<file path="config.mk">
export PLATFORM = sky130hd
export DESIGN_NAME = msrv32_lsu_hs
export DESIGN_NICKNAME = d
export VERILOG_FILES = /design/src/rtl/msrv32_lsu_hs_pkg.sv /design/src/rtl/msrv32_lsu_hs_align.sv /design/src/rtl/msrv32_lsu_hs.sv
export SDC_FILE = /design/constraint.sdc
export NUM_CORES = 1
export LEC_CHECK = 0
export BUFFER_PORTS_ARGS = -buffer_cell sky130_fd_sc_hd__buf_2
export CELL_PAD_IN_SITES_DETAIL_PLACEMENT = 0
export CELL_PAD_IN_SITES_GLOBAL_PLACEMENT = 1
export CORE_MARGIN = 2
export CORE_UTILIZATION = 40
export DETAILED_ROUTE_END_ITERATION = 10
export PLACE_DENSITY_LB_ADDON = 0.12
export SETUP_SLACK_MARGIN = 0.02
export SLEW_MARGIN = 20
export SYNTH_ARGS = -nofsm -noshare
export SYNTH_HDL_FRONTEND = slang
export SYNTH_SLANG_ARGS = --single-unit
</file>
<file path="constraint.sdc">
create_clock -name ms_riscv32_mp_clk_in -period 4.66 [get_ports ms_riscv32_mp_clk_in]
set_input_delay 0.233 -clock ms_riscv32_mp_clk_in [delete_from_list [all_inputs] [get_ports ms_riscv32_mp_clk_in]]
set_output_delay 0.233 -clock ms_riscv32_mp_clk_in [all_outputs]
set_load 0.03 [all_outputs]
</file>
<file path="src/rtl/msrv32_lsu_hs_pkg.sv">
// msrv32_lsu_hs_pkg: shared FSM states, access size codes and the lane-mask helper for the LSU
package msrv32_lsu_hs_pkg;
    typedef enum logic [1:0] {IDLE, BEAT0, BEAT1, RESP} lsu_state_e;
    localparam logic [1:0] SZ_B = 2'b00;
    localparam logic [1:0] SZ_H = 2'b01;
    localparam logic [1:0] SZ_W = 2'b10;
    localparam logic [1:0] SZ_D = 2'b11;
    // low (1 << size) bits set: byte enables of an access that starts at lane 0
    function automatic logic [7:0] lane_mask(input logic [1:0] size);
        return 8'hff >> (4'd8 - (4'd1 << size));
    endfunction
endpackage

</file>
<file path="src/rtl/msrv32_lsu_hs_align.sv">
// msrv32_lsu_hs_align: combinational lane shift, byte-enable and load-extend datapath
//   size/uns/off  : access size code, zero-extend flag, byte offset inside the NB-byte word
//   wdata         : LSB-justified store data  -> wdata_sh (2*DW, beat0 low half, beat1 high half)
//   mask          : 2*NB byte enables, beat0 low half, beat1 high half
//   rd_lo/rd_hi   : beat0 / beat1 read words  -> rdata (shifted down and extended)
module msrv32_lsu_hs_align
    import msrv32_lsu_hs_pkg::*;
#(
    parameter int DW = 32
) (
    input  logic [1:0]              size,
    input  logic                    uns,
    input  logic [$clog2(DW/8)-1:0] off,
    input  logic [DW-1:0]           wdata,
    input  logic [DW-1:0]           rd_lo,
    input  logic [DW-1:0]           rd_hi,
    output logic [2*(DW/8)-1:0]     mask,
    output logic [2*DW-1:0]         wdata_sh,
    output logic [DW-1:0]           rdata
);
    localparam int NB = DW / 8;
    logic [7:0] lm;
    logic unused_lm;
    logic [DW-1:0] v, keep;
    logic sbit;
    assign lm = lane_mask(size);
    assign unused_lm = ^lm;
    assign mask = {{NB{1'b0}}, lm[NB-1:0]} << off;
    assign wdata_sh = {{DW{1'b0}}, wdata} << {off, 3'b000};
    // an access crossing the word boundary reads its upper bytes from the second beat
    assign v = DW'({rd_hi, rd_lo} >> {off, 3'b000});
    assign keep = ~({DW{1'b1}} << (32'd8 << size));
    assign sbit = size == SZ_B ? v[7] : size == SZ_H ? v[15] : size == SZ_W ? v[31] : v[DW-1];
    assign rdata = (v & keep) | ({DW{sbit & ~uns}} & ~keep);
endmodule

</file>
<file path="src/rtl/msrv32_lsu_hs.sv">
// msrv32_lsu_hs: load/store unit with valid/ready core handshake and req/ack data-memory beats
//   Core side : req_valid_in/req_ready_out accept {we,size,unsigned,addr,wdata};
//               rsp_valid_out pulses once with rsp_rdata_out/rsp_err_out; stall_out while busy;
//               flush_in aborts any outstanding access without a response.
//   Memory    : ms_riscv32_mp_dm{addr,data,wr_mask}_out with dmwr/dmrd_req held until dmack_in;
//               ms_riscv32_mp_dmdata_in is valid in the ack cycle.
//   Define MSRV32_LSU_MISALIGN_SPLIT_EN to serve misaligned accesses (two beats when crossing a
//   word); otherwise they complete at once with rsp_err_out and no bus traffic.
module msrv32_lsu_hs
    import msrv32_lsu_hs_pkg::*;
#(
    parameter int DW          = 32,
    parameter int AW          = 32,
    parameter int TIMEOUT_CYC = 255
) (
    input  logic              ms_riscv32_mp_clk_in,
    input  logic              ms_riscv32_mp_rst_in,
    input  logic              req_valid_in,
    output logic              req_ready_out,
    input  logic              req_we_in,
    input  logic [1:0]        req_size_in,
    input  logic              req_unsigned_in,
    input  logic [AW-1:0]     req_addr_in,
    input  logic [DW-1:0]     req_wdata_in,
    input  logic              flush_in,
    output logic              rsp_valid_out,
    output logic [DW-1:0]     rsp_rdata_out,
    output logic              rsp_err_out,
    output logic              stall_out,
    output logic [AW-1:0]     ms_riscv32_mp_dmaddr_out,
    output logic [DW-1:0]     ms_riscv32_mp_dmdata_out,
    output logic [DW/8-1:0]   ms_riscv32_mp_dmwr_mask_out,
    output logic              ms_riscv32_mp_dmwr_req_out,
    output logic              ms_riscv32_mp_dmrd_req_out,
    input  logic              ms_riscv32_mp_dmack_in,
    input  logic [DW-1:0]     ms_riscv32_mp_dmdata_in
);
    localparam int NB = DW / 8;
    localparam int OW = $clog2(NB);
    lsu_state_e state;
    logic r_we, r_uns, r_split;
    logic [1:0] r_size;
    logic [OW-1:0] r_off;
    logic [DW-1:0] r_wdata, hold;
    logic [31:0] tcnt;
    logic idle, acc_err, acc_split, to_hit;
    logic [2*NB-1:0] mask2;
    logic [2*DW-1:0] wsh;
    logic [DW-1:0] rdata_al;
    assign idle = state == IDLE;
    assign req_ready_out = idle;
    assign stall_out = !idle;
    assign to_hit = TIMEOUT_CYC != 0 && tcnt + 32'd1 == 32'(TIMEOUT_CYC);
`ifdef MSRV32_LSU_MISALIGN_SPLIT_EN
    assign acc_err = DW == 32 && req_size_in == SZ_D;
    assign acc_split = 32'(req_addr_in[OW-1:0]) + (32'd1 << req_size_in) > 32'(NB);
`else
    assign acc_err = (DW == 32 && req_size_in == SZ_D) ||
                     ((req_addr_in[2:0] & ~(3'b111 << req_size_in)) != 3'b000);
    assign acc_split = 1'b0;
`endif
    // in IDLE the datapath works on the incoming request so beat0 can be registered at acceptance
    msrv32_lsu_hs_align #(.DW(DW)) u_align (
        .size     (idle ? req_size_in : r_size),
        .uns      (idle ? req_unsigned_in : r_uns),
        .off      (idle ? req_addr_in[OW-1:0] : r_off),
        .wdata    (idle ? req_wdata_in : r_wdata),
        .rd_lo    (state == BEAT1 ? hold : ms_riscv32_mp_dmdata_in),
        .rd_hi    (ms_riscv32_mp_dmdata_in),
        .mask     (mask2),
        .wdata_sh (wsh),
        .rdata    (rdata_al)
    );
    always_ff @(posedge ms_riscv32_mp_clk_in) begin
        if (ms_riscv32_mp_rst_in) begin
            state <= IDLE;
            {r_we, r_uns, r_split, r_size, r_off, r_wdata, hold, tcnt} <= '0;
            {rsp_valid_out, rsp_err_out, rsp_rdata_out} <= '0;
            {ms_riscv32_mp_dmwr_req_out, ms_riscv32_mp_dmrd_req_out} <= '0;
            {ms_riscv32_mp_dmaddr_out, ms_riscv32_mp_dmdata_out, ms_riscv32_mp_dmwr_mask_out} <= '0;
        end else if (flush_in) begin
            state <= IDLE;
            {rsp_valid_out, rsp_err_out, rsp_rdata_out} <= '0;
            {ms_riscv32_mp_dmwr_req_out, ms_riscv32_mp_dmrd_req_out} <= '0;
            {ms_riscv32_mp_dmaddr_out, ms_riscv32_mp_dmdata_out, ms_riscv32_mp_dmwr_mask_out} <= '0;
        end else begin
            {rsp_valid_out, rsp_err_out, rsp_rdata_out} <= '0;
            case (state)
                IDLE: if (req_valid_in) begin
                    {r_we, r_uns, r_size, r_wdata} <= {req_we_in, req_unsigned_in, req_size_in, req_wdata_in};
                    r_off <= req_addr_in[OW-1:0];
                    r_split <= acc_split;
                    tcnt <= '0;
                    if (acc_err) begin
                        state <= RESP;
                        {rsp_valid_out, rsp_err_out} <= 2'b11;
                    end else begin
                        state <= BEAT0;
                        ms_riscv32_mp_dmaddr_out <= {req_addr_in[AW-1:OW], {OW{1'b0}}};
                        ms_riscv32_mp_dmdata_out <= wsh[DW-1:0];
                        ms_riscv32_mp_dmwr_mask_out <= mask2[NB-1:0];
                        ms_riscv32_mp_dmwr_req_out <= req_we_in;
                        ms_riscv32_mp_dmrd_req_out <= !req_we_in;
                    end
                end
                BEAT0, BEAT1: if (ms_riscv32_mp_dmack_in && state == BEAT0 && r_split) begin
                    state <= BEAT1;
                    hold <= ms_riscv32_mp_dmdata_in;
                    tcnt <= '0;
                    ms_riscv32_mp_dmaddr_out <= ms_riscv32_mp_dmaddr_out + AW'(NB);
                    ms_riscv32_mp_dmdata_out <= wsh[2*DW-1:DW];
                    ms_riscv32_mp_dmwr_mask_out <= mask2[2*NB-1:NB];
                end else if (ms_riscv32_mp_dmack_in || to_hit) begin
                    state <= RESP;
                    rsp_valid_out <= 1'b1;
                    rsp_err_out <= !ms_riscv32_mp_dmack_in;
                    rsp_rdata_out <= ms_riscv32_mp_dmack_in && !r_we ? rdata_al : '0;
                    {ms_riscv32_mp_dmwr_req_out, ms_riscv32_mp_dmrd_req_out} <= '0;
                    {ms_riscv32_mp_dmaddr_out, ms_riscv32_mp_dmdata_out, ms_riscv32_mp_dmwr_mask_out} <= '0;
                end else begin
                    tcnt <= tcnt + 32'd1;
                end
                default: state <= IDLE;
            endcase
        end
    end
endmodule

</file>
Yosys cells after proc, flatten, opt, wreduce, memory -nomap -nowiden
Cells that the tools add are included.
- add/subtract/negate cells: 2
- multiply operators: 0
- div/mod/pow operators: 0
- order comparisons: 0
- equal/unequal tests: 9
- shift-type cells: 8
- muxes and demuxes: 38
- bitwise gates (word level): 13
- reduce and logical (&&, ||, !) cells: 18
- operators with widths (kind ; count):
    two-way mux 32 bit ; 9
    case mux 32 bit (2 select lines) ; 3
    bitwise AND 32 bit ; 2
    inverter 32 bit ; 2
    right shift 64 x 5 -> 32 bit ; 1
    adder 32 x 1 -> 32 bit, second input constant ; 1
    == test 32 x 8 -> 1 bit, second input constant ; 1
    bitwise OR 32 bit ; 1
    << shifter 32 x 32 -> 32 bit, first input constant ; 1
    << shifter 32 x 5 -> 32 bit ; 1
    << shifter 4 x 2 -> 32 bit, first input constant ; 1
    two-way mux 1 bit ; 12
    two-way mux 4 bit ; 3
    two-way mux 2 bit ; 5
    inequality test 2 bit, second input constant ; 4
    case mux 1 bit (2 select lines) ; 4
    case mux 4 bit (2 select lines) ; 1
    AND reduction 4 bit ; 2
    right shift 8 x 4 -> 4 bit, first input constant ; 1
    inverter 1 bit ; 5
    OR reduction 5 bit ; 1
    == test 2 x 1 -> 1 bit, second input constant ; 2
    == test 2 bit, second input constant ; 2
    logical NOT 1 bit ; 4
    other kinds (16) ; 19
- register bits: 176
- bits in latches: 0
- memory bits (writable): 0
- memory bits (read-only): 0
- input port bits: 105
- output and inout port bits: 106
- memories: 0

Longest topological paths before layout
- word-level depth: 9
- mapped depth: 15
- gate-level depth less buffers: 10

Modules after synthesis
Synthesis repeated with hierarchy kept, for this count alone.
- cell total of the unflattened synthesis: 1043
- area total of the unflattened synthesis: 9471.6 um2
- by module, submodules not included (module ; instances ; cells each ; area each (um2)):
    msrv32_lsu_hs ; 1 ; 795 ; 7407.1
    msrv32_lsu_hs_align ; 1 ; 248 ; 2064.5

Worst setup path before layout
No wires, ideal clock.
- kind: register to register
- from: register tcnt[0]
- to: register ms_riscv32_mp_dmdata_out[24]
- setup time: 0.117 ns
- arrival time: 3.160 ns
- data required time: 4.543 ns
- path slack: 1.384 ns
- cell stages (with the launch flop): 15
- path buffers: 4
- cells stage by stage: dfxtp_1 > ha_1 > clkbuf_1 > inv_1 > nor4_2 > and2_1 > buf_2 > a41oi_1 > or4_1 > nor4_4 > o21bai_1 > and2_1 > clkbuf_1 > buf_6 > a22o_1
- word-level cells in the longest chain between the ends: 5
- RTL lines (element ; line ; text):
    from (decl) ; msrv32_lsu_hs.sv:45 ; logic [31:0] tcnt;
    from (signal assigned) ; msrv32_lsu_hs.sv:121 ; tcnt <= tcnt + 32'd1;
    adder 32 x 1 -> 32 bit ; msrv32_lsu_hs.sv:53 ; assign to_hit = TIMEOUT_CYC != 0 && tcnt + 32'd1 == 32'(TIMEOUT_CYC);
    == test 32 x 8 -> 1 bit ; msrv32_lsu_hs.sv:53 ;
    logical OR 1 bit ; msrv32_lsu_hs.sv:113 ; end else if (ms_riscv32_mp_dmack_in || to_hit) begin
    inequality test 2 bit (no source line) ; n/a ;
    AND reduction 4 bit (no source line) ; n/a ;
    to (signal assigned) ; msrv32_lsu_hs.sv:100 ; ms_riscv32_mp_dmdata_out <= wsh[DW-1:0];
    to (signal assigned) ; msrv32_lsu_hs.sv:111 ; ms_riscv32_mp_dmdata_out <= wsh[2*DW-1:DW];
    to (decl) ; msrv32_lsu_hs.sv:31 ; output logic [DW-1:0] ms_riscv32_mp_dmdata_out,
No other way between the ends.
A chain may end at the register's enable or synchronous reset.

Worst setup path in the final report
- from: register tcnt[0]
- to: register ms_riscv32_mp_dmdata_out[25]
Same word-level chain as after synthesis.

==> impl_metrics.yaml <==
die:
  ioPinCount: 211
  fp.dieArea_um2: 23400
  initial_core_util: 0.407
  fp.dieH_um: 153
  fp.dieW_um: 153
  fp-row-count: 54
  core_um2: 21800
cts:
  post_cts_buffers: 0
  cts_buffers: 17
  htreeDepth: 4
  clkTransAtPathRegs_ps: 80
  hold_buffers: 12
  clk_path_buf_depth: 2
  clk_latency_ps: 430
  cts_tree: "yes"
  cts_resized: 0
  root_buffer: "clkbuf_16"
  cts_sinks: 174
critical_path:
  worstSetupEndpointType: "register"
  r2r_slack_ps: 590
  arrival_ps: 4400
  worstReg2RegEnd: "ms_riscv32_mp_dmdata_out[25]$_SDFFE_PP0P_"
  crit_fanout: 40
  worstReg2RegStart: "tcnt[0]$_SDFFE_PP0P_"
  worstPathRequired_ps: 4980
  crit_type: "reg2reg"
  reg2reg_depth: 11
  cp-start-kind: "register"
status:
  status: "finished, final reports clean"
timing:
  final-setup-viol-count: 0
  clock.fmax_ghz: 0.246
  final_max_slew_viol_count: 0
  hold_violations: 0
  skew_ps: 12.4
  fin_crit_sh: 0.874
  hold_slack_ps: 12.7
  period_needed_ps: 4070
  finalSetupTns_ps: 0
  tightest_slew_ps: 1200
  max_slew_margin: 0.191
  rsz0062_at_grt: "false"
final_layout:
  area_growth_pct: 21.4
  layout.nets: 1366
  layout-drive-gt1-share: 0.237
  post-route-util: 0.494
hold_path:
  holdPathEnd: "ms_riscv32_mp_dmaddr_out[7]$_SDFFE_PP0P_"
  hold_depth: 2
  min_from: "req_addr_in[7]"
  worst_hold_path_type: "in2reg"
global_route:
  grt_start_max_net_pins: 57
  antenna_found_initial: 2
  grtUsageTotal: 0.234
  grt_pass1_wl_mm: 44.4
  grt-ovfl-total: 0
  grt_pass1_vias: 8026
route:
  routedWlPerCell_um: 18.1
  dr.pass1.iters: 5
  drt_iter0_markers: 503
  detail-route-antenna-nets: 0
  vias: 8582
  drc: 0
  routed_wl_mm: 28.1
  viasPerCell: 5.54
placed_design:
  io_buffers: 208
  place_hpwl_mm: 19.4
  place_congestion: 0.847
logic_synthesis:
  yosys_warnings: 0
  synth_flop_cell: "dfxtp_1"
  synth_xor_area_frac: 0.0168
  syn_inst: 1091
  synth_fa_ha_area_frac: 0.00705
  syn-cell-area_um2: 8870
  post_synth_and_or_nand_nor_area_fraction: 0.224
  yosys.cell_types.count: 60
  muxShareOfSynthArea: 0.0965
  synth_compound_area_frac: 0.210
  synth_top_family_by_area: "simple AND/OR/NAND/NOR gates"
  ys_seq_elements: 174
  synth_edf_count: 0
  synth_area_per_cell_um2: 8.13
  ys_async_sr_fraction: 0
  seq_area_frac_synth: 0.393
pwr:
  p_seq_frac: 0.417
  pwr-share-clk: 0.386
  max-vdd-ir-drop_v: 0.000207
  cell_internal_pwr_mw: 2.50
  p_leak_nw: 4.40
  p_comb_frac: 0.196
  power_density_nw_per_um2: 347
  p_sw_mw: 1.24
  swShare: 0.331
run:
  maxCapViolCount: 0
[synthesized netlist by cell type, types with 3 or more instances]
| cell | number | share of area |
|---|---|---|
| mux2_2 | 20 | 0.025 |
| buf_2 | 15 | 0.0085 |
| mux2i_1 | 63 | 0.071 |
| ha_1 | 5 | 0.0071 |
| nand4_1 | 15 | 0.011 |
| or4_1 | 11 | 0.0093 |
| and3_1 | 6 | 0.0042 |
| nor4_1 | 8 | 0.0056 |
| clkbuf_1 | 68 | 0.029 |
| a31oi_1 | 13 | 0.0092 |
| o211ai_1 | 18 | 0.015 |
| o2bb2ai_1 | 3 | 0.0030 |
| nor3b_1 | 8 | 0.0068 |
| nand3b_1 | 3 | 0.0025 |
| o21ai_0 | 36 | 0.020 |
| a22o_1 | 41 | 0.040 |
| buf_6 | 3 | 0.0038 |
| nor3_1 | 14 | 0.0079 |
| xor2_1 | 5 | 0.0049 |
| nand3_1 | 68 | 0.038 |
| xnor2_1 | 12 | 0.012 |
| o311ai_0 | 7 | 0.0069 |
| o31ai_1 | 27 | 0.023 |
| and2_1 | 9 | 0.0063 |
| a21oi_1 | 110 | 0.062 |
| nand2b_1 | 4 | 0.0028 |
| inv_1 | 13 | 0.0055 |
| nand2_1 | 196 | 0.083 |
| o22ai_1 | 18 | 0.013 |
| buf_4 | 3 | 0.0025 |
| nor2b_1 | 3 | 0.0021 |
| dfxtp_1 | 174 | 0.39 |
| buf_1 | 8 | 0.0034 |
| nor2_1 | 39 | 0.016 |
| or3_1 | 10 | 0.0071 |
[state kept, by name, summed over array words and instances, names as in the netlist]
| signal | flops |
|---|---|
| ms_riscv32_mp_dmaddr_out | 30 |
| ms_riscv32_mp_dmdata_out | 32 |
| ms_riscv32_mp_dmrd_req_out | 1 |
| ms_riscv32_mp_dmwr_mask_out | 4 |
| ms_riscv32_mp_dmwr_req_out | 1 |
| r_off | 2 |
| r_size | 2 |
| r_uns | 1 |
| r_wdata | 32 |
| r_we | 1 |
| rsp_err_out | 1 |
| rsp_rdata_out | 32 |
| rsp_valid_out | 1 |
| state | 2 |
| tcnt | 32 |
[through the flow]
step / area (um^2) / std cells / power (mW) / worst slack, ps
after floorplan: 8880 / 1092 / 2.08 / 1380
after global placement: 10000 / 1504 / 2.32 / 746
after detailed placement: 10000 / 1504 / 2.32 / 646
after CTS: 10800 / 1548 / 3.77 / 648
after global routing: 10800 / 1549 / 3.90 / 340
final: 10800 / 1550 / 3.74 / 588
[layer usage]
layer	GRT usage	routed length, um	vias to the layer above
met3	0.0567	1470	38
li1	-	-	4272
met1	0.298	12400	4049
met2	0.394	13600	221
met5	0	7	-
met4	0.0710	635	2
[worst max path at each step]
| stage | start | end | slack [ps] | cells after the start |
|---|---|---|---|---|
| floorplan | tcnt[0]$_SDFFE_PP0P_ | ms_riscv32_mp_dmdata_out[24]$_SDFFE_PP0P_ | 1380 | 14 |
| CTS | tcnt[0]$_SDFFE_PP0P_ | ms_riscv32_mp_dmdata_out[26]$_SDFFE_PP0P_ | 650 | 11 |
| global placement | tcnt[1]$_SDFFE_PP0P_ | ms_riscv32_mp_dmdata_out[30]$_SDFFE_PP0P_ | 750 | 11 |
| finish | tcnt[0]$_SDFFE_PP0P_ | ms_riscv32_mp_dmdata_out[25]$_SDFFE_PP0P_ | 590 | 11 |
| global route | tcnt[1]$_SDFFE_PP0P_ | ms_riscv32_mp_dmdata_out[28]$_SDFFE_PP0P_ | 340 | 11 |
| detailed placement | tcnt[0]$_SDFFE_PP0P_ | ms_riscv32_mp_dmdata_out[27]$_SDFFE_PP0P_ | 650 | 11 |
[power groups by stage]
stage	Sequential [mW]	Combinational, mW	Clock (mW)
global route	1.57	0.807	1.53
finish	1.56	0.734	1.44
detailed placement	1.59	0.728	0
global placement	1.59	0.727	0
CTS	1.56	0.738	1.47
floorplan	1.65	0.431	0
[placed cells by master (no fill, tap or decap), types with 3 or more instances in the layout]
cell | Yosys | routed
buf_2 | 15 | 208
nand2_1 | 196 | 196
dfxtp_1 | 174 | 174
a21oi_1 | 110 | 110
nand3_1 | 68 | 68
mux2i_1 | 63 | 62
a22o_1 | 41 | 41
nor2_1 | 39 | 37
o21ai_0 | 36 | 36
o31ai_1 | 27 | 27
buf_4 | 3 | 22
mux2_2 | 20 | 20
o211ai_1 | 18 | 18
o22ai_1 | 18 | 18
clkbuf_16 | 0 | 17
nand4_1 | 15 | 15
nor3_1 | 14 | 14
inv_1 | 13 | 13
a31oi_1 | 13 | 13
dlygate4sd3_1 | 0 | 13
xnor2_1 | 12 | 12
or4_1 | 11 | 11
or3_1 | 10 | 10
and2_1 | 9 | 9
nor4_1 | 8 | 8
nor3b_1 | 8 | 8
o311ai_0 | 7 | 7
and3_1 | 6 | 6
inv_8 | 0 | 6
xor2_1 | 5 | 5
ha_1 | 5 | 5
nand2b_1 | 4 | 4
clkinv_8 | 0 | 4
nand3b_1 | 3 | 3
o2bb2ai_1 | 3 | 3
[cell families (layout without fill, tap and decap cells)]
logic type	after synthesis	count (layout)
AND/OR/NAND/NOR	408	408
AO/OA/AOI/OAI	291	291
buffers and inverters	112	289
other	1	3
multiplexers	83	83
flip-flops	174	174
XOR/XNOR	17	17
adder cells (fa/ha/maj)	5	5
[layout make-up]
type                            count  area (um^2)
Antenna cell                        1         2.50
Clock buffer                       17          425
Clock inverter                     15          170
Fill cell                        2249        11100
Inverter                           14         52.6
Multi-Input combinational cell    806         4950
Sequential cell                   174         3480
Tap cell                          280          350
Timing Repair Buffer              243         1340
[critical path: stages, from the launching register on]
cell	delay (ps)
dfxtp_1	420
ha_1	370
inv_1	150
nor4_2	490
and2_1	300
a41oi_1	140
or4_1	470
nor4_4	770
o21bai_4	130
and2_1	180
buf_4	250
a22o_1	270
Power figures use the tool's default switching activity.
